File: src/rtl/tone_pkg.sv
// Shared definitions for the tone scheduler: FSM states, requester ids,
// millisecond divider and half-period arithmetic.
package tone_pkg;

    localparam int unsigned HALF_W = 27;

    typedef enum logic [1:0] {
        IDLE = 2'd0,
        PLAY = 2'd1,
        DONE = 2'd2
    } state_t;

    typedef enum logic {
        ENGINE = 1'b0,
        CRASH  = 1'b1
    } req_id_t;

    // Clock cycles per millisecond.
    function automatic int unsigned ms_div(input int unsigned clk_hz);
        return clk_hz / 1000;
    endfunction

    // Half period in clock cycles, floored, never below 1.
    // A zero frequency yields 1 so the divider never sees zero.
    function automatic logic [HALF_W-1:0] calc_half(input int unsigned clk_hz,
                                                     input logic [31:0] freq);
        logic [31:0] q;
        if (freq == '0) begin
            q = 32'd1;
        end else begin
            q = clk_hz / (freq << 1);
        end
        if (q == '0) begin
            q = 32'd1;
        end
        return q[HALF_W-1:0];
    endfunction

endpackage

File: src/rtl/tone_gen.sv
// Square-wave generator: half-period counter plus the tone flip-flop.
// Clear has priority over load, load over enable.
module tone_gen
    import tone_pkg::*;
(
    input  logic              clk,
    input  logic              rst_n,
    input  logic              enable,
    input  logic              load,
    input  logic              clear,
    input  logic [HALF_W-1:0] half,
    output logic              tone
);

    logic [HALF_W-1:0] half_q;
    logic [HALF_W-1:0] cnt;

    // Half-period counter; the output toggles each time it completes a half period.
    always_ff @(posedge clk) begin
        if (!rst_n) begin
            half_q <= '0;
            cnt    <= '0;
            tone   <= 1'b0;
        end else if (clear) begin
            cnt    <= '0;
            tone   <= 1'b0;
        end else if (load) begin
            half_q <= half;
            cnt    <= '0;
            tone   <= 1'b0;
        end else if (enable) begin
            if (cnt == half_q - HALF_W'(1)) begin
                cnt  <= '0;
                tone <= ~tone;
            end else begin
                cnt  <= cnt + HALF_W'(1);
            end
        end
    end

endmodule

File: src/rtl/tone_scheduler.sv
// Arbitrates one tone generator between engine (low) and crash (high)
// requesters, times each play in milliseconds and pulses completion.
module tone_scheduler
    import tone_pkg::*;
#(
    parameter int unsigned CLK_HZ = 100000000,
    parameter int unsigned FREQ_W = 11,
    parameter int unsigned DUR_W  = 16
) (
    input  logic              clk,
    input  logic              rst_n,
    input  logic [1:0]        req,
    input  logic [FREQ_W-1:0] freq0,
    input  logic [FREQ_W-1:0] freq1,
    input  logic [DUR_W-1:0]  dur0,
    input  logic [DUR_W-1:0]  dur1,
    output logic [1:0]        gnt,
    output logic [1:0]        done,
    output logic              busy,
    output logic              tone
);

    localparam int unsigned MS_DIV = ms_div(CLK_HZ);
    localparam int unsigned PRE_W  = (MS_DIV > 1) ? $clog2(MS_DIV) : 1;

    state_t            state;
    state_t            next_state;
    req_id_t           owner;
    req_id_t           grant_id;
    logic              grant;
    logic [FREQ_W-1:0] grant_freq;
    logic [DUR_W-1:0]  grant_dur;
    logic [DUR_W-1:0]  rem;
    logic [PRE_W-1:0]  pre;
    logic              pre_wrap;
    logic              finish;
    logic              audible;
    logic [HALF_W-1:0] grant_half;

    assign pre_wrap   = (pre == PRE_W'(MS_DIV - 1));
    // The play ends on the prescaler wrap that brings the ms count to zero,
    // so PLAY lasts exactly dur*MS_DIV cycles (one cycle when dur is 0).
    assign finish     = (rem == '0) || ((rem == DUR_W'(1)) && pre_wrap);
    assign grant_freq = (grant_id == CRASH) ? freq1 : freq0;
    assign grant_dur  = (grant_id == CRASH) ? dur1  : dur0;
    assign grant_half = calc_half(CLK_HZ, 32'(grant_freq));

    // State register.
    always_ff @(posedge clk) begin
        if (!rst_n) begin
            state <= IDLE;
        end else begin
            state <= next_state;
        end
    end

    // Next-state and grant decision, including crash preemption of the engine.
    always_comb begin
        next_state = state;
        grant      = 1'b0;
        grant_id   = ENGINE;
        case (state)
            IDLE: begin
                if (req != '0) begin
                    grant      = 1'b1;
                    grant_id   = req[CRASH] ? CRASH : ENGINE;
                    next_state = PLAY;
                end
            end
            PLAY: begin
                if ((owner == ENGINE) && req[CRASH]) begin
                    grant    = 1'b1;
                    grant_id = CRASH;
                end else if (finish) begin
                    next_state = DONE;
                end
            end
            DONE:    next_state = IDLE;
            default: next_state = IDLE;
        endcase
    end

    // Outputs decoded from the current state and owner.
    always_comb begin
        gnt  = '0;
        done = '0;
        busy = (state != IDLE);
        if (state == PLAY) begin
            gnt = (owner == CRASH) ? 2'b10 : 2'b01;
        end else if (state == DONE) begin
            done = (owner == CRASH) ? 2'b10 : 2'b01;
        end
    end

    // Grant-time latches, millisecond prescaler and remaining-ms counter.
    always_ff @(posedge clk) begin
        if (!rst_n) begin
            owner   <= ENGINE;
            rem     <= '0;
            pre     <= '0;
            audible <= 1'b0;
        end else if (grant) begin
            owner   <= grant_id;
            rem     <= grant_dur;
            pre     <= '0;
            audible <= (grant_freq != '0);
        end else if (state == PLAY) begin
            if (pre_wrap) begin
                pre <= '0;
                if (rem != '0) begin
                    rem <= rem - DUR_W'(1);
                end
            end else begin
                pre <= pre + PRE_W'(1);
            end
        end else begin
            pre <= '0;
        end
    end

    tone_gen u_tone_gen (
        .clk    (clk),
        .rst_n  (rst_n),
        .enable ((state == PLAY) && audible),
        .load   (grant),
        .clear  (next_state != PLAY),
        .half   (grant_half),
        .tone   (tone)
    );

endmodule
File: config.mk
export PLATFORM = sky130hd
export DESIGN_NAME = tone_scheduler
export DESIGN_NICKNAME = d
export VERILOG_FILES = /design/src/rtl/tone_pkg.sv /design/src/rtl/tone_gen.sv /design/src/rtl/tone_scheduler.sv
export SDC_FILE = /design/constraint.sdc
export NUM_CORES = 1
export LEC_CHECK = 0
export ABC_AREA = 1
export CAP_MARGIN = 20
export CORE_UTILIZATION = 65
export CTS_CLUSTER_SIZE = 30
export DETAILED_ROUTE_END_ITERATION = 16
export GPL_ROUTABILITY_DRIVEN = 0
export HOLD_SLACK_MARGIN = 0.08
export PLACE_DENSITY = 0.83
export SLEW_MARGIN = 20
export SYNTH_ARGS = -nofsm -noshare
export SYNTH_HDL_FRONTEND = slang
export SYNTH_SLANG_ARGS = --single-unit
File: constraint.sdc
create_clock -name clk -period 94.7 [get_ports clk]
set_clock_uncertainty 0.2 [all_clocks]
set_input_delay 9.47 -clock clk [delete_from_list [all_inputs] [get_ports clk]]
set_output_delay 9.47 -clock clk [all_outputs]
set_load 0.01 [all_outputs]
==> report_table.html <==
<table>
<tr><th>Metric</th><th>Value</th></tr>
<tr><th colspan="2">Run status</th></tr>
<tr><td>Result of the run</td><td>finished, final reports clean</td></tr>
<tr><th colspan="2">Synth</th></tr>
<tr><td>Most area-consuming cells after synthesis</td><td>sky130_fd_sc_hd__nand2_1 (17%), sky130_fd_sc_hd__ha_1 (12%), sky130_fd_sc_hd__inv_1 (8.5%)</td></tr>
<tr><td>Cell area after synthesis</td><td>28,300 um2</td></tr>
<tr><td>Multiplexer area fraction after synthesis</td><td>0%</td></tr>
<tr><td>Sequential area share after synthesis</td><td>approximately 6.5%</td></tr>
<tr><td>Share of the synthesized netlist area taken by xor and xnor gates</td><td>a little under a tenth</td></tr>
<tr><td>Synth Area in Compound Gates</td><td>15.7%</td></tr>
<tr><td>Area fraction of the dominant cell type after synthesis</td><td>16.9%</td></tr>
<tr><td>Post-synthesis async set-or-reset flop share</td><td>0%</td></tr>
<tr><td>Post-Syn Area per Cell</td><td>5.78 um2</td></tr>
<tr><td>Largest family of logic cells by synthesized area</td><td>simple AND/OR/NAND/NOR gates</td></tr>
<tr><td>Post-synthesis cell count</td><td>~5,000</td></tr>
<tr><td>Synth area leader</td><td>sky130_fd_sc_hd__nand2_1</td></tr>
<tr><td>Primary flip-flop cell chosen by synthesis mapping</td><td>sky130_fd_sc_hd__dfxtp_1</td></tr>
<tr><td>Share of synthesized cell area in and, or, nand and nor gates</td><td>a little under half</td></tr>
<tr><td>Number of distinct library cells after synthesis</td><td>just over 70</td></tr>
<tr><td>Syn_nets</td><td>between 5,000 and 6,000</td></tr>
<tr><td>Adder-Cell Fraction of Synth Area</td><td>approximately 12%</td></tr>
<tr><td>Number of warning messages in the yosys log</td><td>0</td></tr>
<tr><td>Number of enable flip-flop cells after synthesis</td><td>0</td></tr>
<tr><td>Flop and latch count out of synthesis</td><td>92</td></tr>
<tr><th colspan="2">Clock tree</th></tr>
<tr><td>Library cell used as clock root buffer</td><td>sky130_fd_sc_hd__clkbuf_16</td></tr>
<tr><td>Reg clk slew, reported paths</td><td>roughly 0.080 ns</td></tr>
<tr><td>Count of clock tree sinks</td><td>92</td></tr>
<tr><td>TritonCTS Buffers</td><td>9</td></tr>
<tr><td>Later-pin clock latency in the skew report</td><td>roughly 0.36 ns</td></tr>
<tr><td>Deepest clock path buffer count</td><td>2</td></tr>
<tr><td>CTS tree</td><td>yes</td></tr>
<tr><td>Post_cts resized</td><td>0</td></tr>
<tr><td>Count of H-tree levels built during CTS</td><td>3</td></tr>
<tr><td>Count of buffers added by post-CTS timing repair for setup</td><td>0</td></tr>
<tr><td>Count of hold-fix buffers inserted at cts</td><td>0</td></tr>
<tr><th colspan="2">Route</th></tr>
<tr><td>DRC marker count from the first detailed-route iteration</td><td>2,414</td></tr>
<tr><td>Detail-routed via count per cell</td><td>roughly 5.7</td></tr>
<tr><td>Wire length per cell after detailed routing</td><td>14.3 um</td></tr>
<tr><td>Total Routed Length</td><td>about 78,000 um</td></tr>
<tr><td>Drt pass-1 iters</td><td>8</td></tr>
<tr><td>Via count</td><td>roughly 31,000</td></tr>
<tr><td>Number of remaining DRC errors</td><td>0</td></tr>
<tr><td>Antenna-violating nets left</td><td>0</td></tr>
<tr><th colspan="2">Worst setup path</th></tr>
<tr><td>Critical Setup Path Class</td><td>input port to register</td></tr>
<tr><td>Type of origin of the critical path</td><td>input port</td></tr>
<tr><td>Total buffers and inverters traversed by the critical path</td><td>50</td></tr>
<tr><td>Cell with the largest stage delay on the worst path</td><td>sky130_fd_sc_hd__clkdlybuf4s50_1</td></tr>
<tr><td>Largest incremental delay on the critical path</td><td>approximately 0.54 ns</td></tr>
<tr><td>Maximum fanout along the worst path</td><td>39</td></tr>
<tr><td>Setup crit end kind</td><td>register</td></tr>
<tr><td>Most frequent CP cell</td><td>sky130_fd_sc_hd__nand2_1</td></tr>
<tr><td>Cell family with the largest share of critical-path delay</td><td>compound AO/OA/AOI/OAI gates</td></tr>
<tr><td>Data arrival time of the critical path</td><td>roughly 76 ns</td></tr>
<tr><td>Required arrival time at the worst endpoint</td><td>94.76 ns</td></tr>
<tr><th colspan="2">Placed design</th></tr>
<tr><td>Pre-CTS worst setup slack</td><td>~20 ns</td></tr>
<tr><td>Number of buffer cells added on primary ports</td><td>63</td></tr>
<tr><td>Post-DP HPWL</td><td>roughly 62,000 um</td></tr>
<tr><th colspan="2">Global route</th></tr>
<tr><td>Global-route wire length before repair</td><td>132,000 um</td></tr>
<tr><td>Remaining Overflow, GRT</td><td>0</td></tr>
<tr><td>Antenna violations before repair</td><td>0</td></tr>
<tr><td>Maximum number of pins on one net before global-route repair</td><td>42</td></tr>
<tr><td>GRT Total Usage</td><td>a little over a third</td></tr>
<tr><td>Via count of the first global-routing pass</td><td>28,672</td></tr>
<tr><th colspan="2">Cells and area</th></tr>
<tr><td>Layout cells sized above 1</td><td>about a tenth</td></tr>
<tr><td>Number of nets in the final layout</td><td>5,213</td></tr>
<tr><td>Commonest non-fill, non-tap cell in the layout</td><td>sky130_fd_sc_hd__nand2_1</td></tr>
<tr><td>Layout Area Growth over Synthesis</td><td>3.70%</td></tr>
<tr><td>Antenna diodes</td><td>0</td></tr>
<tr><td>Highest-count cells in the layout ignoring fill and taps</td><td>sky130_fd_sc_hd__nand2_1 (1,275), sky130_fd_sc_hd__inv_1 (642), sky130_fd_sc_hd__nor2_1 (439)</td></tr>
<tr><th colspan="2">STA</th></tr>
<tr><td>Setup slack of the critical path after layout</td><td>between 15 and 20 ns</td></tr>
<tr><td>Slew at the pin closest to its max-slew limit</td><td>between 1 and 1.5 ns</td></tr>
<tr><td>Shortest clock period the worst path allows after layout</td><td>approximately 76 ns</td></tr>
<tr><td>Highest clock frequency the design can meet</td><td>between 10 and 15 MHz</td></tr>
<tr><td>Total Neg Setup Slack</td><td>0 ns</td></tr>
<tr><td>Pins Over Slew Limit</td><td>0</td></tr>
<tr><td>Relative slew margins</td><td>~31%</td></tr>
<tr><td>Final Hold Vio Count</td><td>0</td></tr>
<tr><td>Crit share post-route</td><td>between 70% and 80%</td></tr>
<tr><td>Number of endpoints failing setup at the final stage</td><td>0</td></tr>
<tr><td>RSZ-0062 raised after global routing</td><td>false</td></tr>
<tr><th colspan="2">Floorplanning</th></tr>
<tr><td>Starting density of the core</td><td>between 60% and 70%</td></tr>
<tr><td>Die Wd</td><td>between 200 and 250 um</td></tr>
<tr><td>Area enclosed by the die boundary</td><td>~44,000 um2</td></tr>
<tr><td>Standard-cell rows</td><td>76</td></tr>
<tr><td>Top-level port count</td><td>64</td></tr>
<tr><td>Core area</td><td>about 43,000 um2</td></tr>
<tr><td>Y dimension of the die</td><td>approximately 210 um</td></tr>
<tr><th colspan="2">Flow run</th></tr>
<tr><td>Max-cap viol count</td><td>0</td></tr>
<tr><th colspan="2">Worst hold path</th></tr>
<tr><td>Min-delay worst type</td><td>register to register</td></tr>
</table>
## cells by family (layout without fill, tap and decap cells)
| group | count (synthesis) | after routing |
|---|---|---|
| compound gates | 781 | 781 |
| buf+inv | 794 | 796 |
| flops | 92 | 92 |
| other cells | 1 | 1 |
| fa+ha+maj | 261 | 261 |
| xor+xnor | 300 | 300 |
| simple gates | 2668 | 2668 |
## metrics by stage
stage / cell area (um2) / cells / hold slack (ns) / utilization, %
3_3_place_gp: 29100 / 5468 / 0.229 / 67.6
4_1_cts: 29400 / 5484 / 0.255 / 68.3
5_1_grt: 29400 / 5484 / 0.276 / 68.3
3_5_place_dp: 29100 / 5468 / 0.237 / 67.6
2_1_floorplan: 28300 / 4897 / 0.218 / -
6_report: 29400 / 5484 / 0.251 / 68.3
## synth_stat cells, drive strengths merged, types with 10 or more instances
master,n
nand3b,25
a21oi,288
o21ai,323
or2,28
dfxtp,92
nand3,427
clkbuf,30
nor3b,16
xnor2,117
nor3,74
o21a,14
buf,59
nor2,511
ha,261
nand2,1433
nand4,126
o21bai,56
o211ai,17
inv,686
clkinv,19
a31oi,16
nor4,14
a21o,10
a22oi,13
xor2,183
## state kept, by name (all words and copies together) (netlist names)
register and cells:
audible 1, owner 1, pre 17, rem 16
state 2, u_tone_gen.cnt 27, u_tone_gen.half_q 27, u_tone_gen.tone 1
## final timing paths
path	from	end	slack, ns	depth (start not counted)
max reg2reg	state[0]	u_tone_gen.half_q[0]	28.21	405
min reg2reg	pre[0]	pre[0]	0.25	1
min	pre[0]	pre[0]	0.25	1
max	req[1]	u_tone_gen.half_q[0]	19.01	406
## layer usage
| layer | up-vias | GRT usage (%) | routed length [um] |
|---|---|---|---|
| met3 | 190 | 2.71 | 4540 |
| met5 | - | 0 | 0 |
| met4 | 0 | 11.8 | 2470 |
| met2 | 1098 | 61.6 | 36700 |
| met1 | 14016 | 44.1 | 34700 |
| li1 | 16068 | - | - |
## layout make-up
class | count | area [um2]
timing repair buffer | 75 | 721
inverter | 705 | 2650
clock inverter | 7 | 68.8
clock buffer | 9 | 225
multi-input combinational | 4011 | 23100
sequential | 92 | 1840
fill | 4045 | 13600
tap | 585 | 732
Power is left out: the tool's default activity adds up to more than one toggle a clock period on the data nets, which glitch-free logic cannot reach.
